[src/rtl/alu_share_pkg.sv]
// Shared definitions for the two-requester ALU arbiter: FSM encoding,
// default widths and requester ids.
package alu_share_pkg;

   typedef enum logic [1:0] {
      ST_IDLE = 2'd0,
      ST_EXEC = 2'd1,
      ST_RESP = 2'd2
   } state_t;

   localparam int DATA_W_DEF = 32;
   localparam int OP_W_DEF   = 4;

   localparam logic REQ0_ID = 1'b0;
   localparam logic REQ1_ID = 1'b1;

endpackage

[src/rtl/alu_share_arbiter_rr_arb2.sv]
// Two-way round-robin grant: a lone valid wins outright, and a tie goes to
// the requester named by the pointer.
module rr_arb2
   import alu_share_pkg::*;
(
   input  logic [1:0] valid,
   input  logic       ptr,
   input  logic       en,
   output logic [1:0] grant,
   output logic       grant_id
);

   always_comb begin
      grant    = 2'b00;
      grant_id = REQ0_ID;
      if (en) begin
         unique case (valid)
            2'b01: begin
               grant    = 2'b01;
               grant_id = REQ0_ID;
            end
            2'b10: begin
               grant    = 2'b10;
               grant_id = REQ1_ID;
            end
            2'b11: begin
               grant    = ptr ? 2'b10 : 2'b01;
               grant_id = ptr;
            end
            default: begin
               grant    = 2'b00;
               grant_id = REQ0_ID;
            end
         endcase
      end
   end

endmodule

[src/rtl/alu_share_arbiter.sv]
// Shares one external combinational ALU between two requesters, with
// registered operands and a held response per requester.
//
// state | meaning
// IDLE  | arbitrate; a grant latches operands into alu_*
// EXEC  | ALU settles on the registered operands for one cycle
// RESP  | result held for the granted requester until rsp*_ready
module alu_share_arbiter
   import alu_share_pkg::*;
#(
   parameter int DATA_W = DATA_W_DEF,
   parameter int OP_W   = OP_W_DEF
) (
   input  logic              clk,
   input  logic              rst_n,
   input  logic              req0_valid,
   output logic              req0_ready,
   input  logic [OP_W-1:0]   req0_op,
   input  logic [DATA_W-1:0] req0_a,
   input  logic [DATA_W-1:0] req0_b,
   output logic              rsp0_valid,
   input  logic              rsp0_ready,
   output logic [DATA_W-1:0] rsp0_result,
   output logic              rsp0_zero,
   input  logic              req1_valid,
   output logic              req1_ready,
   input  logic [OP_W-1:0]   req1_op,
   input  logic [DATA_W-1:0] req1_a,
   input  logic [DATA_W-1:0] req1_b,
   output logic              rsp1_valid,
   input  logic              rsp1_ready,
   output logic [DATA_W-1:0] rsp1_result,
   output logic              rsp1_zero,
   output logic [OP_W-1:0]   alu_op,
   output logic [DATA_W-1:0] alu_a,
   output logic [DATA_W-1:0] alu_b,
   input  logic [DATA_W-1:0] alu_result,
   input  logic              alu_zero,
   output logic              busy
);

   state_t            state_q, state_d;
   logic              ptr_q, ptr_d;
   logic              gid_q, gid_d;
   logic [OP_W-1:0]   alu_op_q, alu_op_d;
   logic [DATA_W-1:0] alu_a_q, alu_a_d;
   logic [DATA_W-1:0] alu_b_q, alu_b_d;
   logic              rsp0_valid_q, rsp0_valid_d;
   logic              rsp1_valid_q, rsp1_valid_d;
   logic [DATA_W-1:0] rsp0_result_q, rsp0_result_d;
   logic [DATA_W-1:0] rsp1_result_q, rsp1_result_d;
   logic              rsp0_zero_q, rsp0_zero_d;
   logic              rsp1_zero_q, rsp1_zero_d;
   logic [1:0]        grant;
   logic              grant_id;
   logic              rsp_done;

   rr_arb2 u_rr_arb2 (
      .valid    ({req1_valid, req0_valid}),
      .ptr      (ptr_q),
      .en       (state_q == ST_IDLE),
      .grant    (grant),
      .grant_id (grant_id)
   );

   // Ready is masked while reset is held so nothing looks accepted in reset.
   assign req0_ready = grant[0] & rst_n;
   assign req1_ready = grant[1] & rst_n;

   assign rsp_done = (gid_q == REQ1_ID) ? rsp1_ready : rsp0_ready;

   always_comb begin
      state_d       = state_q;
      ptr_d         = ptr_q;
      gid_d         = gid_q;
      alu_op_d      = alu_op_q;
      alu_a_d       = alu_a_q;
      alu_b_d       = alu_b_q;
      rsp0_valid_d  = rsp0_valid_q;
      rsp1_valid_d  = rsp1_valid_q;
      rsp0_result_d = rsp0_result_q;
      rsp1_result_d = rsp1_result_q;
      rsp0_zero_d   = rsp0_zero_q;
      rsp1_zero_d   = rsp1_zero_q;
      unique case (state_q)
         ST_IDLE: begin
            if (grant != 2'b00) begin
               gid_d    = grant_id;
               alu_op_d = (grant_id == REQ1_ID) ? req1_op : req0_op;
               alu_a_d  = (grant_id == REQ1_ID) ? req1_a  : req0_a;
               alu_b_d  = (grant_id == REQ1_ID) ? req1_b  : req0_b;
               state_d  = ST_EXEC;
            end
         end
         ST_EXEC: begin
            if (gid_q == REQ1_ID) begin
               rsp1_valid_d  = 1'b1;
               rsp1_result_d = alu_result;
               rsp1_zero_d   = alu_zero;
            end else begin
               rsp0_valid_d  = 1'b1;
               rsp0_result_d = alu_result;
               rsp0_zero_d   = alu_zero;
            end
            state_d = ST_RESP;
         end
         ST_RESP: begin
            if (rsp_done) begin
               rsp0_valid_d = 1'b0;
               rsp1_valid_d = 1'b0;
               ptr_d        = ~gid_q;
               state_d      = ST_IDLE;
            end
         end
         default: state_d = ST_IDLE;
      endcase
   end

   always_ff @(posedge clk or negedge rst_n) begin
      if (!rst_n) begin
         state_q       <= ST_IDLE;
         ptr_q         <= 1'b0;
         gid_q         <= REQ0_ID;
         alu_op_q      <= '0;
         alu_a_q       <= '0;
         alu_b_q       <= '0;
         rsp0_valid_q  <= 1'b0;
         rsp1_valid_q  <= 1'b0;
         rsp0_result_q <= '0;
         rsp1_result_q <= '0;
         rsp0_zero_q   <= 1'b0;
         rsp1_zero_q   <= 1'b0;
      end else begin
         state_q       <= state_d;
         ptr_q         <= ptr_d;
         gid_q         <= gid_d;
         alu_op_q      <= alu_op_d;
         alu_a_q       <= alu_a_d;
         alu_b_q       <= alu_b_d;
         rsp0_valid_q  <= rsp0_valid_d;
         rsp1_valid_q  <= rsp1_valid_d;
         rsp0_result_q <= rsp0_result_d;
         rsp1_result_q <= rsp1_result_d;
         rsp0_zero_q   <= rsp0_zero_d;
         rsp1_zero_q   <= rsp1_zero_d;
      end
   end

   assign alu_op      = alu_op_q;
   assign alu_a       = alu_a_q;
   assign alu_b       = alu_b_q;
   assign rsp0_valid  = rsp0_valid_q;
   assign rsp1_valid  = rsp1_valid_q;
   assign rsp0_result = rsp0_result_q;
   assign rsp1_result = rsp1_result_q;
   assign rsp0_zero   = rsp0_zero_q;
   assign rsp1_zero   = rsp1_zero_q;
   assign busy        = (state_q != ST_IDLE);

endmodule

[config.mk]
export PLATFORM = sky130hd
export DESIGN_NAME = alu_share_arbiter
export DESIGN_NICKNAME = d
export VERILOG_FILES = /design/src/rtl/alu_share_pkg.sv /design/src/rtl/alu_share_arbiter_rr_arb2.sv /design/src/rtl/alu_share_arbiter.sv
export SDC_FILE = /design/constraint.sdc
export NUM_CORES = 1
export LEC_CHECK = 0
export BUFFER_PORTS_ARGS = -buffer_cell sky130_fd_sc_hd__buf_2
export CORE_UTILIZATION = 30
export CTS_BUF_LIST = sky130_fd_sc_hd__clkbuf_4 sky130_fd_sc_hd__clkbuf_8 sky130_fd_sc_hd__clkbuf_16
export DETAILED_ROUTE_END_ITERATION = 10
export GPL_ROUTABILITY_DRIVEN = 0
export GPL_TIMING_DRIVEN = 1
export HOLD_SLACK_MARGIN = 0.02
export PLACE_DENSITY_LB_ADDON = 0.08
export SYNTH_ARGS = -nofsm -noshare
export SYNTH_HDL_FRONTEND = slang
export SYNTH_SLANG_ARGS = --single-unit
export TNS_END_PERCENT = 50
[constraint.sdc]
create_clock -name clk -period 2.3 [get_ports clk]
set_clock_uncertainty 0.2 [all_clocks]
set_input_delay 0.23 -clock clk [delete_from_list [all_inputs] [get_ports clk]]
set_output_delay 0.23 -clock clk [all_outputs]
set_load 0.02 [all_outputs]
Yosys cells after proc, flatten, opt, wreduce, memory -nomap -nowiden --
Cells that the tools add are included.
Operators by class: muxes and demuxes 17, equal/unequal tests 9, bitwise operators 3, reduce and logical (&&, ||, !) cells 11
Operator list (count):
- $mux 32 | 2
- $pmux 2 s3 | 2
- $reduce_and 2->1 | 5
- $mux 2 | 4
- $ne 2x2->1 const B | 4
- $eq 2x2->1 const B | 3
- $pmux 1 s2 | 3
- $reduce_and 3->1 | 2
- $reduce_bool 2->1 | 3
- $mux 1 | 5
- $eq 2x1->1 const B | 2
- $mux 4 | 1
- $and 1x1->1 | 2
- $logic_not 2->1 | 1
- $not 1->1 | 1
Storage, ports and cells: bits in registers 140, output and inout bits 139

Longest topological paths before layout --
Gate-level depths: netlist of the first run.
depth in word-level cells 6, gate-level depth with buffers 6, mapped depth without buffers 4

By module --
A second synthesis of the first run with hierarchy kept.
Second synthesis, totals: cells, all modules 395, area total of the unflattened synthesis 6471.2 sq um
Modules (own cells, without submodules):
- alu_share_arbiter | sequential area each 3503.4 sq um, times used 1, area an instance 6444.9 sq um, cells each 389
- rr_arb2 | sequential area each 0.0 sq um, times used 1, area an instance 26.3 sq um, cells each 6

Worst setup path before layout of the first run --
Ideal clock, no wire load.
path kind register to output, start point reg state_q[0], end point out req1_ready, cell stages (with the launch flop) 4, data required time 1870 ps, buffers on the path 1, slack 515 ps, data arrival time 1355 ps, cells stage by stage dfrtp_1 nor3b_2 clkbuf_1 and3_1
Between the ends: word-level cells in the longest chain between the ends 3
RTL lines:
- start: declaration | RTL line alu_share_arbiter.sv:42 | state_t state_q, state_d;
- start signal: assignment | RTL line alu_share_arbiter.sv:134 | state_q <= state_d;
- $logic_not 2->1 | RTL line alu_share_arbiter.sv:61 | .en (state_q == ST_IDLE),
- $mux 2 | RTL line alu_share_arbiter_rr_arb2.sv:16 | if (en) begin
- $and 1x1->1 | RTL line alu_share_arbiter.sv:68 | assign req1_ready = grant[1] & rst_n;
- end: declaration | RTL line alu_share_arbiter.sv:26 | output logic req1_ready,
Every way passes these cells.

Worst setup path after layout of the first run --
start point reg state_q[1], end point reg alu_a_q[5] (netlist: alu_a[5])
Between the ends: word-level cells in the longest chain between the ends 4, elaborated cells between the ends (all ways) 6, those cells by class mux: 3; reduce/logical: 3
RTL lines:
- $logic_not 2->1 (*) | RTL line alu_share_arbiter.sv:61, alu_share_arbiter.sv:85
- $mux 2 | RTL line alu_share_arbiter_rr_arb2.sv:16
- $reduce_bool 2->1 | RTL line alu_share_arbiter.sv:87 | if (grant != 2'b00) begin
- $reduce_and 2->1 (no source line)
- end signal: assignment | RTL line alu_share_arbiter.sv:138 | alu_a_q <= alu_a_d;
- end: declaration | RTL line alu_share_arbiter.sv:46 | logic [DATA_W-1:0] alu_a_q, alu_a_d;
Mark *: on every way between the ends. The rest lies on a longest branch, timed or not. A chain may end at the register's enable or synchronous reset.

==> impl_metrics.env, run 1 <==
export IMPL_status="complete, no violations"
export IMPL_io_pins=314
export IMPL_dieArea_um2=21210
export IMPL_ys_warn_count=0
export IMPL_drive_gt1_share_pct=35.68
export IMPL_grt_antenna_before_repair=0
export IMPL_r2r_setup_slack_ns=0.10
export IMPL_die_y_um=145.6
export IMPL_io_buffers=313
export IMPL_synth_nets=737
export IMPL_r2r_end="alu_a[5]"
export IMPL_clockBufferDepth=2
export IMPL_yosysMostFrequentCell="dfrtp_1"
export IMPL_final_area_um2=10540
export IMPL_clk_latency_ns=0.42
export IMPL_min_period_over_period_pct=95.59
export IMPL_via_per_inst=4.943
export IMPL_cap_violations=0
export IMPL_synth_area_per_cell_um2=11.01
export IMPL_hold_viol=0
export IMPL_grt_overflow_total=0
export IMPL_grt_total_usage_pct=21.18
export IMPL_cp_max_fo=18
export IMPL_max_slew_margin_rel_pct=38.77
export IMPL_cp_end_kind="register"
export IMPL_cp_endpoint="alu_a[5]"
export IMPL_grt_max_degree=125
export IMPL_hold_class="primary input to async pin"
export IMPL_ant_nets=0
export IMPL_syn2layout_area_growth_pct=70.34
export IMPL_dp_hpwl_mm=13.81
export IMPL_power_density_nw_per_um2=1334
export IMPL_critPathRequiredTime_ns=2.40
export IMPL_setup_tns_ns=0
export IMPL_startpoint_type="register"
export IMPL_crit_start="state_q[1]"
export IMPL_p_leak_nw=5.046
export IMPL_synth_top_area_share_pct=56.61
export IMPL_finalSetupViolCount=0
export IMPL_ys_flop_type="dfrtp_1"
export IMPL_coreArea_um2=20230
export IMPL_grt_pass1_wl_mm=35.05
export IMPL_netlist_top_cells_count="dfrtp_1, inv_1, nand3_1, o311ai_1, mux2_1"
export IMPL_ir_drop_v=0.0004892
export IMPL_worstRegToRegCells=4
export IMPL_async_flop_share_pct=100.0
export IMPL_num_antenna_cells=0
export IMPL_synth_seq_cells=140
export IMPL_num_rows=52
export IMPL_worstSetupPathType="register to register"
export IMPL_cts_htree_levels=4
export IMPL_timing_rr_start="state_q[1]"
export IMPL_die_w_um=145.6
export IMPL_route_vias_total=6530
export IMPL_clock_sinks=140
export IMPL_min_period_ns=2.199
export IMPL_clkSlewWorstSetupHoldPaths_ns=0.06
export IMPL_postPlaceCellArea_um2=8079
export IMPL_drtPass1Iterations=4
export IMPL_synthesis_area_um2=6188
export IMPL_cts_inserted_buffers=17
export IMPL_wl_mm=22.76
export IMPL_grt_pass1_vias=6780
export IMPL_netlist_top_cells_area="dfrtp_1, mux2_1, o311ai_1"
export IMPL_yosys_area_top_type="dfrtp_1"
export IMPL_cts_tree="built"
export IMPL_root_buffer="clkbuf_16"
export IMPL_drcViolationCount=0
export IMPL_layout_nets=1213
export IMPL_final_max_slew_viol_count=0
export IMPL_synth_cell_type_count=25
export IMPL_first_iter_violations=253
export IMPL_synth_enable_flop_cells=0
export IMPL_synthCells=562
export IMPL_initial_core_util_pct=30.58
export IMPL_wire_per_inst_um=17.23
export IMPL_yosysSeqAreaShare_pct=56.61
export IMPL_fmax_mhz=454.8
export IMPL_cp_arrival_ns=2.30
export IMPL_worstMarginPinSlew_ns=0.9183
## cells by family after synthesis
| kind of cell | Yosys count | synth area share (%) |
|---|---|---|
| compound gates | 148 | 16.20 |
| flops | 140 | 56.61 |
| buf+inv | 123 | 8.027 |
| simple gates | 85 | 7.157 |
| mux | 66 | 12.01 |
## per-layer routing
layer	GRT usage, %	share of wire (%)
met5	0	0
met4	9.632	3.1
met2	36.59	50
met1	25.05	42
met3	4.890	5.6
## stage by stage
step	power [mW]	hold WS, ns	util [%]	worst slack [ns]	std cells
detailed placement	10.73	-0.09912	39.93	0.1611	1106
finish	14.07	0.1170	52.10	0.1014	1321
global route	14.92	0.1356	52.10	-0.0001164	1321
global placement	10.56	-0.1068	39.93	0.1808	1106
CTS	14.02	0.09893	51.69	-0.02362	1313
floorplan	8.284	-0.2656	-	0.5155	562
## how the worst min path moves through the flow
stage | start | endpoint | slack [ns] | cells past startpoint
2_1_floorplan | rst_n | alu_a[0] | -0.27 | 0
3_3_place_gp | rst_n | alu_b[16] | -0.11 | 1
3_5_place_dp | rst_n | alu_b[16] | -0.1 | 1
4_1_cts | rst_n | alu_b[15] | 0.1 | 2
5_1_grt | rst_n | alu_b[15] | 0.14 | 2
6_report | rst_n | alu_b[11] | 0.12 | 2
## critical path: stages (launching register included)
cell and delay, ns:
dfrtp_2 0.46, nor3b_4 0.31, and2_4 0.39, o311ai_1 0.14
dlygate4sd3_1 0.57
## registers in the layout (all words and copies together), names as in the netlist, 2 cells and up
signal       count
state_q          2
alu_b           32
rsp1_result     32
rsp0_result     32
alu_op           4
alu_a           32
## cell type report
class                   count  area (um2)
inverters                  73       279.0
flip-flops and latches    140        3505
well taps                 270       337.8
clock buffers              18       439.2
repair buffers            506        3560
multi-input cells         300        2235
fillers                  1828        9693
clock inverters            14       186.4
## report_power, final
group,switching (mW),internal (mW)
Sequential,0.658,3.75
Clock,1.15,1.76
Combinational,4.16,2.58
## timing repair
action	in CTS	in global routing
pin swaps	0	2
endpoints found under the hold margin	279	0
cloned	0	3
buffers inserted	0	5
resized for setup	1	4
endpoints found under the setup margin	2	6
hold buffers	175	0
## layout by cell type, fill, tap and decap left out, types with 2 or more instances in the layout
master,instances
buf_12,6
clkbuf_16,18
nand2_1,2
bufinv_16,3
mux2_1,66
o21ai_0,64
nor2_1,3
clkinv_4,5
nand2b_1,2
buf_6,3
o311ai_1,68
nor2_4,3
nor2b_1,2
dfrtp_1,139
dlygate4sd3_1,175
inv_1,71
inv_8,2
a21oi_1,2
buf_4,9
o21ai_1,11
buf_2,312
nand3_1,68
inv_6,3
Power figures use the tool's default switching activity.
==> run 2, diff against run 1 <==
Settings changed: CORE_AREA set to 2 2 123 125, CORE_UTILIZATION 30 to unset, DIE_AREA set to 0 0 125 127.
==> impl_metrics.env, run 2 (synthesis results as in run 1) <==
export IMPL_cp_num_cells=6
export IMPL_grt_total_usage_pct=27.64
export IMPL_grt_pass1_wl_mm=35.34
export IMPL_layout_commonest_cell="buf_2"
export IMPL_hold_viol=0
export IMPL_grt_pass1_vias=7123
export IMPL_internal_power_mw=8.250
export IMPL_clk_latency_ns=0.41
export IMPL_root_buffer="clkbuf_16"
export IMPL_io_pins=314
export IMPL_cp_end_kind="output pin"
export IMPL_initial_core_util_pct=42.90
export IMPL_seqPwrFrac_pct=31.6
export IMPL_wl_mm=22.49
export IMPL_crit_chain="dlygate4sd3_1 > buf_2 > nand2b_2 > buf_4 > and3_1 > buf_2"
export IMPL_worstSetupPathType="primary input to output pin"
export IMPL_ir_drop_v=0.0006676
export IMPL_first_iter_violations=462
export IMPL_drive_gt1_share_pct=35.34
export IMPL_cts_inserted_buffers=17
export IMPL_clockBufferDepth=2
export IMPL_setup_tns_ns=0
export IMPL_hold_class="primary input to async pin"
export IMPL_die_y_um=127
export IMPL_p_clk_share_pct=21.5
export IMPL_wire_per_inst_um=18.24
export IMPL_route_vias_total=6598
export IMPL_switching_share_pct=41.33
export IMPL_min_period_over_period_pct=94.71
export IMPL_critPathSlowestCell="dlygate4sd3_1"
export IMPL_final_max_slew_viol_count=0
export IMPL_r2r_setup_slack_ns=0.32
export IMPL_cp_arrival_ns=1.75
export IMPL_p_comb_share_pct=46.8
export IMPL_worstMarginPinSlew_ns=0.7527
export IMPL_via_per_inst=5.351
export IMPL_drcViolationCount=0
export IMPL_min_period_ns=2.178
export IMPL_p_leak_nw=5.042
export IMPL_rsz0062_at_grt="false"
export IMPL_cp_top_family="buffers and inverters"
export IMPL_final_cell_mix="buf_2, dlygate4sd3_1, dfrtp_1"
export IMPL_cts_tree="built"
export IMPL_grt_antenna_before_repair=0
export IMPL_drtPass1Iterations=5
export IMPL_fmax_mhz=459.1
export IMPL_cp_common_cell="buf_2"
export IMPL_n_fill_cell=1019
export IMPL_dieArea_um2=15880
export IMPL_power_density_nw_per_um2=1348
export IMPL_ant_nets=0
export IMPL_critPathRequiredTime_ns=1.87
export IMPL_cts_htree_levels=4
export IMPL_grt_max_degree=104
export IMPL_pre_cts_slack_ns=0.2229
export IMPL_num_rows=44
export IMPL_holdWs_ns=0.1249
export IMPL_coreArea_um2=14420
export IMPL_clkSlewWorstSetupHoldPaths_ns=0.06
export IMPL_worstRegToRegCells=5
export IMPL_layout_nets=1209
export IMPL_power_switching_mw=5.812
export IMPL_io_buffers=313
export IMPL_dp_hpwl_mm=13.13
export IMPL_finalWorstSetupSlack_ns=0.1217
export IMPL_cp_max_fo=25
export IMPL_finalSetupViolCount=0
export IMPL_syn2layout_area_growth_pct=68.54
export IMPL_cp_slowest_stage_delay_ns=0.55
export IMPL_p_total_mw=14.06
export IMPL_startpoint_type="primary input"
export IMPL_timing_critical_path_buf_inv=4
export IMPL_status="complete, no violations"
export IMPL_cap_violations=0
export IMPL_max_slew_margin_rel_pct=49.63
export IMPL_die_w_um=125
export IMPL_grt_overflow_total=0
export IMPL_clock_sinks=140
## run 2: per-layer routing
| layer | GRT usage (%) | vias up | share of wire [%] |
|---|---|---|---|
| met3 | 6.198 | 81 | 6.8 |
| met4 | 14.31 | 0 | 4.3 |
| met1 | 31.83 | 3190 | 38 |
| met5 | 0 | - | 0 |
| li1 | - | 2968 | - |
| met2 | 48.50 | 359 | 51 |
## run 2: power groups by stage
stage                     clock network, mW  registers [mW]  logic, mW
after floorplan                           0            5.90       2.39
after global placement                    0            4.38       6.08
after detailed placement                  0            4.44       6.22
after CTS                              3.08            4.42       6.48
after global routing                   3.18            4.61       7.06
final                                  3.03            4.45       6.59
## run 2: final cells by class
type / instances / area [um2] / share of cell area [%]
sequential: 140 / 3503 / 33.59
antenna: 2 / 5.005 / 0.04798
timing repair buffer: 503 / 3537 / 33.91
clock buffer: 21 / 467.9 / 4.487
tap: 184 / 230.2 / 2.207
clock inverter: 11 / 188.9 / 1.811
inverter: 73 / 276.5 / 2.651
multi-input combinational: 299 / 2221 / 21.29
## run 2: repair_timing
item	in CTS	in global routing
pin swaps	0	1
hold buffers	175	0
setup buffers	0	1
gates cloned	0	2
resized for setup	1	1
setup endpoints to repair	1	1
hold endpoints to repair	176	0
## run 2: path summary, 6_finish.rpt
check                               start              to
setup / recovery               req0_valid      req1_ready
hold / removal                      rst_n       alu_a[25]
setup reg to reg               state_q[1]           gid_q
hold reg to reg            rsp0_result[0]  rsp0_result[0]
max in group asynchronous           rst_n  rsp0_result[8]
min in group clk           rsp0_result[0]  rsp0_result[0]
## run 2: per-stage QoR
step	util [%]	instances	cell area, um2
detailed placement	55.32	1021	7979
global route	72.28	1231	10430
floorplan	-	562	6188
CTS	72.03	1228	10390
global placement	55.32	1021	7979
finish	72.31	1233	10430
## run 2: worst reg2reg max path, delay by kind of cell, from the launching register on
kind	cells	cell delay [ns]
AND/OR/NAND/NOR	2	0.34
AO/OA/AOI/OAI	1	0.13
buffers and inverters	2	0.81
flip-flops	1	0.44
==> run 3, diff against run 2 <==
Settings changed: CELL_PAD_IN_SITES_DETAIL_PLACEMENT set to 0, CELL_PAD_IN_SITES_GLOBAL_PLACEMENT set to 1, CORE_AREA 2 2 123 125 to unset, CORE_UTILIZATION set to 34, DIE_AREA 0 0 125 127 to unset.
==> impl_metrics.env, run 3 (synthesis results as in run 1) <==
export IMPL_final_cell_mix="buf_2, dlygate4sd3_1, dfrtp_1"
export IMPL_final_max_slew_viol_count=0
export IMPL_grt_overflow_total=0
export IMPL_max_slew_margin_rel_pct=67.44
export IMPL_rsz0062_at_grt="true"
export IMPL_postPlaceCellArea_um2=8058
export IMPL_die_w_um=136.9
export IMPL_first_iter_violations=269
export IMPL_ant_nets=0
export IMPL_layout_nets=1213
export IMPL_holdWs_ns=0.09482
export IMPL_layout_commonest_cell="buf_2"
export IMPL_grt_pass1_wl_mm=34.45
export IMPL_coreArea_um2=17540
export IMPL_num_antenna_cells=0
export IMPL_cp_max_fo=37
export IMPL_finalSetupViolCount=0
export IMPL_dp_cells=1064
export IMPL_grt_total_usage_pct=23.94
export IMPL_drcViolationCount=0
export IMPL_grt_pass1_vias=6921
export IMPL_io_pins=314
export IMPL_critPathRequiredTime_ns=2.45
export IMPL_grt_antenna_before_repair=0
export IMPL_route_vias_total=6478
export IMPL_wl_mm=21.98
export IMPL_drtPass1Iterations=4
export IMPL_hold_viol=0
export IMPL_clock_sinks=140
export IMPL_status="complete, no violations"
export IMPL_hold_class="primary input to register"
export IMPL_min_period_ns=2.202
export IMPL_p_leak_nw=5.050
export IMPL_worstMarginPinSlew_ns=0.4884
export IMPL_fmax_mhz=454.1
export IMPL_clk_latency_ns=0.41
export IMPL_grt_max_degree=86
export IMPL_num_rows=48
export IMPL_dp_hpwl_mm=13.70
export IMPL_root_buffer="clkbuf_16"
export IMPL_cp_end_kind="register"
export IMPL_syn2layout_area_growth_pct=69.43
export IMPL_ir_drop_v=0.0007445
export IMPL_use_met3_pct=5.778
export IMPL_final_area_um2=10490
export IMPL_io_buffers=313
export IMPL_clockBufferDepth=2
export IMPL_dieArea_um2=18740
export IMPL_min_period_over_period_pct=95.75
export IMPL_wire_per_inst_um=17.22
export IMPL_cts_htree_levels=4
export IMPL_power_density_nw_per_um2=1339
export IMPL_worstSetupPathType="register to register"
export IMPL_initial_core_util_pct=35.29
export IMPL_cp_arrival_ns=2.35
export IMPL_cts_tree="built"
export IMPL_via_per_inst=5.077
export IMPL_cts_inserted_buffers=17
export IMPL_cap_violations=0
export IMPL_clkSlewWorstSetupHoldPaths_ns=0.06
export IMPL_die_y_um=136.9
export IMPL_use_met1_pct=26.31
export IMPL_p_total_mw=14.04
export IMPL_drive_gt1_share_pct=35.68
export IMPL_startpoint_type="register"
export IMPL_stdcell_count=1276
export IMPL_grt_busiest_layer="met2"
export IMPL_gr_usage_met2_pct=42.72
[run 3: final timing paths]
check,from,to,slack [ns],cells past startpoint
worst max register to register,state_q[0],alu_a[9],0.1,5
min in group asynchronous,rst_n,gid_q,0.12,2
worst max-delay path,state_q[0],alu_a[9],0.1,5
worst min-delay path,req1_valid,state_q[0],0.09,4
worst min register to register,rsp0_result[6],rsp0_result[6],0.28,1
max in group asynchronous,rst_n,rsp0_result[0],1.02,3
[run 3: area by class of cell]
class / instances / area (um2)
clock inverters: 13 / 187.7
multi-input cells: 299 / 2226
repair buffers: 507 / 3572
clock buffers: 19 / 440.4
fillers: 1478 / 7052
flip-flops and latches: 140 / 3503
well taps: 225 / 281.5
inverters: 73 / 274.0
[run 3: critical path: stages, from the launching register on]
cell and delay (ns):
dfrtp_1 0.46, nor3b_4 0.31, buf_6 0.33, nand3_1 0.13, o311ai_1 0.10, dlygate4sd3_1 0.59
[run 3: routing by layer]
metal  wire, um  vias up
met5          0        -
met4        823        0
met3       1463       68
met2      11400      286
met1       8291     3149
li1           -     2975
[run 3: repair_timing]
item | in CTS | in global routing
gates resized for setup | 0 | 3
setup buffers | 0 | 6
hold buffers | 174 | 0
endpoints found under the setup margin | 0 | 8
hold endpoints to repair | 279 | 0
[run 3: power by group]
| group | leakage [nW] | switching, mW | internal, mW |
|---|---|---|---|
| clock | 0.302 | 1.09 | 1.85 |
| combinational | 3.10 | 4.06 | 2.64 |
| sequential | 1.65 | 0.644 | 3.75 |
[run 3: per-stage QoR]
step	TNS, ns	util, %	worst slack [ns]
6_report	0	59.79	0.09785
3_5_place_dp	0	45.95	0.4650
3_3_place_gp	0	45.95	0.5028
2_1_floorplan	0	-	0.5155
5_1_grt	-0.03442	59.79	-0.01935
4_1_cts	0	59.46	0.03258
